--- config.mk ---
export PLATFORM = sky130hd
export DESIGN_NAME = systolic_drain
export DESIGN_NICKNAME = d
export VERILOG_FILES = /design/src/rtl/systolic_drain_pkg.sv /design/src/rtl/systolic_drain_ctr.sv /design/src/rtl/systolic_drain.sv
export SDC_FILE = /design/constraint.sdc
export NUM_CORES = 2
export LEC_CHECK = 0
export ABC_AREA = 1
export BUFFER_PORTS_ARGS = -buffer_cell sky130_fd_sc_hd__buf_2
export CORE_AREA = 2 2 252 254
export DETAILED_ROUTE_END_ITERATION = 12
export DIE_AREA = 0 0 254 256
export GPL_ROUTABILITY_DRIVEN = 1
export PLACE_DENSITY = 0.75
export SLEW_MARGIN = 0
export SYNTH_ARGS = -nofsm -noshare
export SYNTH_HDL_FRONTEND = slang
export SYNTH_SLANG_ARGS = --single-unit
--- constraint.sdc ---
create_clock -name i_clk -period 24 [get_ports i_clk]
set_input_delay 2.4 -clock i_clk [delete_from_list [all_inputs] [get_ports i_clk]]
set_output_delay 2.4 -clock i_clk [all_outputs]
set_load 0.01 [all_outputs]
--- src/rtl/systolic_drain_pkg.sv ---
// systolic_drain_pkg
// Shared definitions for the systolic result-drain stage: default geometry,
// derived widths and the drain FSM state encoding.
// No ports (package).
package systolic_drain_pkg;

  // Default geometry of the upstream array.
  localparam int W_DEF   = 32;
  localparam int N_DEF   = 3;
  localparam int LAT_DEF = 8;

  // Widths derived from the default geometry.
  localparam int ELEMS = N_DEF * N_DEF;
  localparam int IDXW  = $clog2(ELEMS);
  localparam int CNTW  = $clog2(LAT_DEF + 1);

  // Drain FSM states.
  typedef enum logic [1:0] {
    IDLE   = 2'd0,
    WAIT   = 2'd1,
    STREAM = 2'd2
  } state_e;

endpackage

--- src/rtl/systolic_drain_ctr.sv ---
// drain_ctr
// Loadable down-counter with a zero flag. It times the compute latency
// between an accepted start and the snapshot of the array results.
// Ports:
//   i_clk      clock, rising edge
//   i_rst      asynchronous active-high reset (count returns to 0)
//   i_load     load i_load_val this cycle (wins over i_dec)
//   i_load_val value to load
//   i_dec      decrement by one; saturates at zero
//   o_zero     count is zero
module drain_ctr #(
  parameter int CNTW = 4
) (
  input  logic            i_clk,
  input  logic            i_rst,
  input  logic            i_load,
  input  logic [CNTW-1:0] i_load_val,
  input  logic            i_dec,
  output logic            o_zero
);

  logic [CNTW-1:0] cnt_r;

  // Count register: load, saturating decrement, or hold.
  always_ff @(posedge i_clk or posedge i_rst) begin
    if (i_rst) begin
      cnt_r <= {CNTW{1'b0}};
    end else if (i_load) begin
      cnt_r <= i_load_val;
    end else if (i_dec && (cnt_r != {CNTW{1'b0}})) begin
      cnt_r <= cnt_r - {{(CNTW-1){1'b0}}, 1'b1};
    end else begin
      cnt_r <= cnt_r;
    end
  end

  assign o_zero = (cnt_r == {CNTW{1'b0}});

endmodule

--- src/rtl/systolic_drain.sv ---
// systolic_drain
// Result-drain stage behind the systolic array controller. After an
// accepted start it waits LAT cycles, snapshots the flat accumulator bus,
// pulses an accumulator clear, and streams the N*N results in row-major
// order over a valid/ready interface.
// Ports:
//   i_clk, i_rst  clock (rising) / asynchronous active-high reset
//   i_start       one-cycle job start pulse
//   i_C           flat array result bus, element k at [2W*(k+1)-1 : 2W*k]
//   i_ready       downstream accepts o_data this cycle
//   o_valid       o_data/o_row/o_col/o_last are valid
//   o_data        current result element (2W bits)
//   o_row, o_col  indices of the current element
//   o_last        current element is the final one of the job
//   o_busy        block is waiting or streaming
//   o_clr         one-cycle accumulator clear request
//   o_drop        one-cycle pulse: a start was ignored
module systolic_drain
  import systolic_drain_pkg::*;
#(
  parameter int W   = W_DEF,
  parameter int N   = N_DEF,
  parameter int LAT = LAT_DEF
) (
  input  logic                   i_clk,
  input  logic                   i_rst,
  input  logic                   i_start,
  input  logic [2*W*N*N-1:0]     i_C,
  input  logic                   i_ready,
  output logic                   o_valid,
  output logic [2*W-1:0]         o_data,
  output logic [$clog2(N)-1:0]   o_row,
  output logic [$clog2(N)-1:0]   o_col,
  output logic                   o_last,
  output logic                   o_busy,
  output logic                   o_clr,
  output logic                   o_drop
);

  localparam int DW = 2 * W;
  localparam int NE = N * N;
  localparam int KW = $clog2(NE);
  localparam int CW = $clog2(LAT + 1);
  localparam int RW = $clog2(N);

  localparam logic [KW-1:0] K_LAST   = KW'(NE - 1);
  localparam logic [RW-1:0] RC_LAST  = RW'(N - 1);
  localparam logic [CW-1:0] LAT_LOAD = CW'(LAT - 1);

  state_e             state_r;
  logic [KW-1:0]      k_r;
  logic [RW-1:0]      row_r;
  logic [RW-1:0]      col_r;
  logic [DW*NE-1:0]   snap_r;
  logic               clr_r;
  logic               drop_r;

  logic               valid_s;
  logic               hs_s;
  logic               last_s;
  logic               ctr_load_s;
  logic               ctr_dec_s;
  logic               cnt_zero_s;

  // Latency counter for the WAIT phase.
  drain_ctr #(
    .CNTW (CW)
  ) u_ctr (
    .i_clk      (i_clk),
    .i_rst      (i_rst),
    .i_load     (ctr_load_s),
    .i_load_val (LAT_LOAD),
    .i_dec      (ctr_dec_s),
    .o_zero     (cnt_zero_s)
  );

  // Handshake decode and counter control, all derived from registered state.
  always_comb begin
    valid_s    = (state_r == STREAM);
    hs_s       = valid_s && i_ready;
    last_s     = (k_r == K_LAST);
    ctr_load_s = 1'b0;
    ctr_dec_s  = 1'b0;
    case (state_r)
      IDLE:    ctr_load_s = i_start;
      WAIT:    ctr_dec_s  = !cnt_zero_s;
      // A start coinciding with the final handshake chains the next job.
      STREAM:  ctr_load_s = hs_s && last_s && i_start;
      default: ctr_load_s = 1'b0;
    endcase
  end

  // Drain FSM: state, element index, row/col tracking, snapshot and pulses.
  always_ff @(posedge i_clk or posedge i_rst) begin
    if (i_rst) begin
      state_r <= IDLE;
      k_r     <= {KW{1'b0}};
      row_r   <= {RW{1'b0}};
      col_r   <= {RW{1'b0}};
      snap_r  <= {(DW*NE){1'b0}};
      clr_r   <= 1'b0;
      drop_r  <= 1'b0;
    end else begin
      clr_r  <= 1'b0;
      drop_r <= 1'b0;
      case (state_r)
        IDLE: begin
          if (i_start) begin
            state_r <= WAIT;
          end else begin
            state_r <= IDLE;
          end
        end
        WAIT: begin
          drop_r <= i_start;
          if (cnt_zero_s) begin
            // Snapshot decouples the stream from further array activity.
            snap_r  <= i_C;
            k_r     <= {KW{1'b0}};
            row_r   <= {RW{1'b0}};
            col_r   <= {RW{1'b0}};
            clr_r   <= 1'b1;
            state_r <= STREAM;
          end else begin
            state_r <= WAIT;
          end
        end
        STREAM: begin
          if (hs_s && last_s) begin
            state_r <= i_start ? WAIT : IDLE;
          end else begin
            drop_r <= i_start;
            if (hs_s) begin
              k_r <= k_r + {{(KW-1){1'b0}}, 1'b1};
              // Row/col wrap counters avoid dividing k by N.
              if (col_r == RC_LAST) begin
                col_r <= {RW{1'b0}};
                row_r <= row_r + {{(RW-1){1'b0}}, 1'b1};
              end else begin
                col_r <= col_r + {{(RW-1){1'b0}}, 1'b1};
              end
            end else begin
              k_r <= k_r;
            end
          end
        end
        default: begin
          state_r <= IDLE;
        end
      endcase
    end
  end

  assign o_valid = valid_s;
  assign o_data  = snap_r[k_r*DW +: DW];
  assign o_row   = row_r;
  assign o_col   = col_r;
  assign o_last  = valid_s && last_s;
  assign o_busy  = (state_r != IDLE);
  assign o_clr   = clr_r;
  assign o_drop  = drop_r;

endmodule

==> impl_summary.md <==
Outcome
The flow ran to the end, and the final reports show no timing, DRC or antenna violations.

Layout
Across the whole layout, storage elements account for 14800 um^2. The area of the multi-input gates is 10600 um^2. Measured on the finished design, the core utilization comes to 0.545. The ratio of cells with drive above 1 in the final layout is 0.180.

The total of fill cells in the finished design is 6064. At the end of the flow, the number of nets in the layout was 4912. The post-synthesis to final-layout area growth is 19.5%.

Clock network
The cell at the root of the clock tree is clkbuf_16. The post-cts hold buffer count is 0. Buffers added to address setup during post-CTS repair amount to 0. Once the clock tree was built, the resizer swapped 0 gates to a different size. The number of buffers inserted during clock tree synthesis is 68. In this run the deepest clock path goes through 3 buffers. The clock transition time at the flip-flop clock pins of the worst setup and hold paths is 0.06 ns. CTS saw 592 sinks. The TritonCTS clock tree is yes.

The H-tree was split into 3 levels. The clock latency on the worst-skew pair is 0.61 ns.

Logic synthesis
The distinct cell type count of the synthesized netlist is 21. Synthesis produced a netlist whose cell count is 3819. The number of enable flip-flop cells after synthesis is 0.

A synthesized cell averages 7.45 um^2. The share of flip-flops with an asynchronous set or reset is 1.00. The total nets after synthesis is 4407. The share of the Yosys chip area taken by registers is 0.520. The prevailing post-synth register cell is dfrtp_1. After synthesis the cells add up to 28500 um^2. The count of state elements after synthesis is 592.

The number of warning messages in the yosys log is 0.

Critical path
In this design, the critical path's most frequently occurring cell is nand3_1. On the worst path, the slowest cell contributes a delay of 0.94 ns. The largest fanout on the critical path is 78. The worst setup path is launched from a flip-flop. Walking the worst path, the cells encountered are buf_4 > buf_4 > nand3_1 > nand3_1 > nand3_1 > nand2_1 > buf_2. The slowest cell on the critical path is dfrtp_4. The arrival time of data at the critical path endpoint is 4.32 ns. The launch point of the worst path is k_r[1].

The worst-case register-to-register setup slack is 19.08 ns. The worst setup path is of the reg -> out kind. STA classifies the critical path endpoint as an output pin. The start of the worst register-to-register path is state_r[1]. The number of cells on the worst reg-to-reg path is 10. The required time at the worst-slack endpoint is 21.60 ns.

Floorplanning
The floorplan has 92 rows. For this configuration, the core starts out at a cell density of 0.456. The die covers 65000 um^2.

The vertical extent of the die is 256 um. Measured along the x axis, the die boundary spans 254 um. The core region is 62400 um^2.

653 I/O pins were placed.

Power and ir drop
The power per cell area is 121 nW/um^2. Of the total power, the share spent switching nets is 0.380. The clock network fraction of total power is 0.250.

Of the total power, combinational logic draws 0.342. Of the total power, registers draw 0.408. The analysis attributes to cell leakage a power of 17.7 nW. The maximum vdd ir drop is 0.0805 mV. Summed over all nets, the switching power comes to 1.57 mW. Internal power comes to 2.55 mW.

Timing
The highest clock rate is 149 MHz. Setup repair after global routing left no endpoint under its margin. The final-report setup violation count is 0. In this run the tightest slew margin relative to its limit is 0.0680. For the final routed database, the setup TNS stands at 0 ns. The largest clock skew in the final design is 0.0183 ns. The number of max-slew violations in the final report is 0. The ratio of final minimum period to clock period is 0.280.

At the pin with the least slew margin, the transition time is 1.40 ns. The smallest clock period supported by the final layout is computed as 6.72 ns. The hold violation count in the final report is 0.

Global routing
The total overflow left after global routing is 0. The via count of the first global-routing pass is 26381. The first global-routing pass estimated 170000 um of wire. Entering global routing, the biggest net connects 274 pins.

The number of antenna violations at the first check in global routing is 37. In the global route stage, overall resource usage came out at 0.362.

Detailed routing
The first-pass iteration count of the detailed router is 6. After detailed routing, the number of remaining DRC violations is 0. The sum of routed wire length over all layers is 119000 um. The detailed router placed 27614 vias in this run. Dividing the detail-routed wire length by the instance count gives 22.8 um. In this run, the number of DRC markers left after iteration 0 of detailed routing was 3404. The number of vias per cell after detailed routing is 5.27. The count of nets left with antenna violations once routing finished came out at 0.

Hold path
The startpoint identified for the worst hold timing path is snap_r[21]. The hold-critical path depth is 2. The path class of the tightest hold or removal check is reg -> reg.

Placement
The global placer's final weighted congestion is 0.994. The placed wire-length estimate after detailed placement is 86900 um. Buffers placed on the I/O ports in this run total 652.

Flow run
The number of max-cap violations is 0.
-- layout by cell type, fill, tap and decap left out, types with 3 or more instances in the layout --
master     count
clkbuf_1      15
nor2_1       142
ha_1           8
nand3_1      397
clkinv_2       6
inv_2          3
nand2_1     1511
buf_4         17
buf_2        652
inv_6          3
o21ai_1       10
clkbuf_8      13
dfrtp_1      589
o21ai_0      444
buf_12         5
diode_2       23
clkbuf_16     70
inv_1        461
-- critical path, delay by kind of cell (launching register included) --
kind	cells	cell delay [ns]
DFF	1	0.94
buffers and inverters	3	1.72
and+or+nand+nor	4	0.98
-- final cells by class --
cell class / instances / share of cell area
clock inverter: 16 / 0.00519
antenna: 23 / 0.00169
sequential: 592 / 0.436
multi-input combinational: 2521 / 0.313
inverter: 467 / 0.0521
tap: 846 / 0.0311
clock buffer: 98 / 0.0584
timing repair buffer: 674 / 0.103
-- through the flow --
stage	hold slack, ns	instance area, um^2	setup slack (ns)	cells	power (mW)
final	0.470	34000	17.28	5237	4.12
after global routing	0.488	34000	17.16	5237	4.40
after CTS	0.473	33900	17.28	5214	4.10
after detailed placement	0.459	31800	17.91	5100	3.07
after global placement	0.453	31800	17.96	5100	3.03
after floorplan	0.442	28500	5.03	3819	2.57
-- flip-flops by register name, summed over array words and instances (netlist names) --
register	count
o_clr	1
state_r	2
snap_r	576
o_drop	1
o_row	2
o_col	2
u_ctr.cnt_r	4
k_r	4
-- power by group through the flow --
stage          Sequential, mW  Clock (mW)  Combinational, mW
2_1_floorplan            1.65           0              0.925
3_3_place_gp             1.67           0               1.36
3_5_place_dp             1.68           0               1.38
4_1_cts                  1.67        1.03               1.40
5_1_grt                  1.72        1.08               1.60
6_report                 1.68        1.03               1.41
-- synth_stat cells (3+ instances only) --
library cell / instances / area (um^2)
ha_1: 8 / 100
buf_2: 94 / 470
buf_4: 59 / 443
nand2_1: 1511 / 5670
inv_1: 464 / 1740
inv_2: 3 / 11.3
dfrtp_1: 592 / 14800
buf_1: 14 / 52.6
o21ai_0: 444 / 2220
nand3_1: 397 / 1990
nor2_1: 142 / 533
clkbuf_1: 69 / 259
buf_6: 3 / 33.8
o21ai_1: 10 / 50.1
-- cells by family after synthesis --
kind of cell             share of synthesized area
AND/OR/NAND/NOR                              0.289
XOR/XNOR                                  0.000615
adder cells (fa/ha/maj)                    0.00352
AO/OA/AOI/OAI                               0.0804
buffers and inverters                        0.106
flip-flops                                   0.520
-- final timing paths --
check                         endpoint
setup / recovery            o_data[19]
max in group asynchronous  snap_r[125]
min in group asynchronous  snap_r[474]
hold reg to reg             snap_r[21]
hold / removal              snap_r[21]
setup reg to reg           snap_r[260]
-- metal layers --
layer  track usage  vias up  wire length, um
met4         0.206        8             6600
met2         0.564     1500            55200
li1              -    12746                -
met3        0.0698      274            10700
met5             0        -               49
met1         0.471    13086            46800
(Power assumes the default switching activity.)
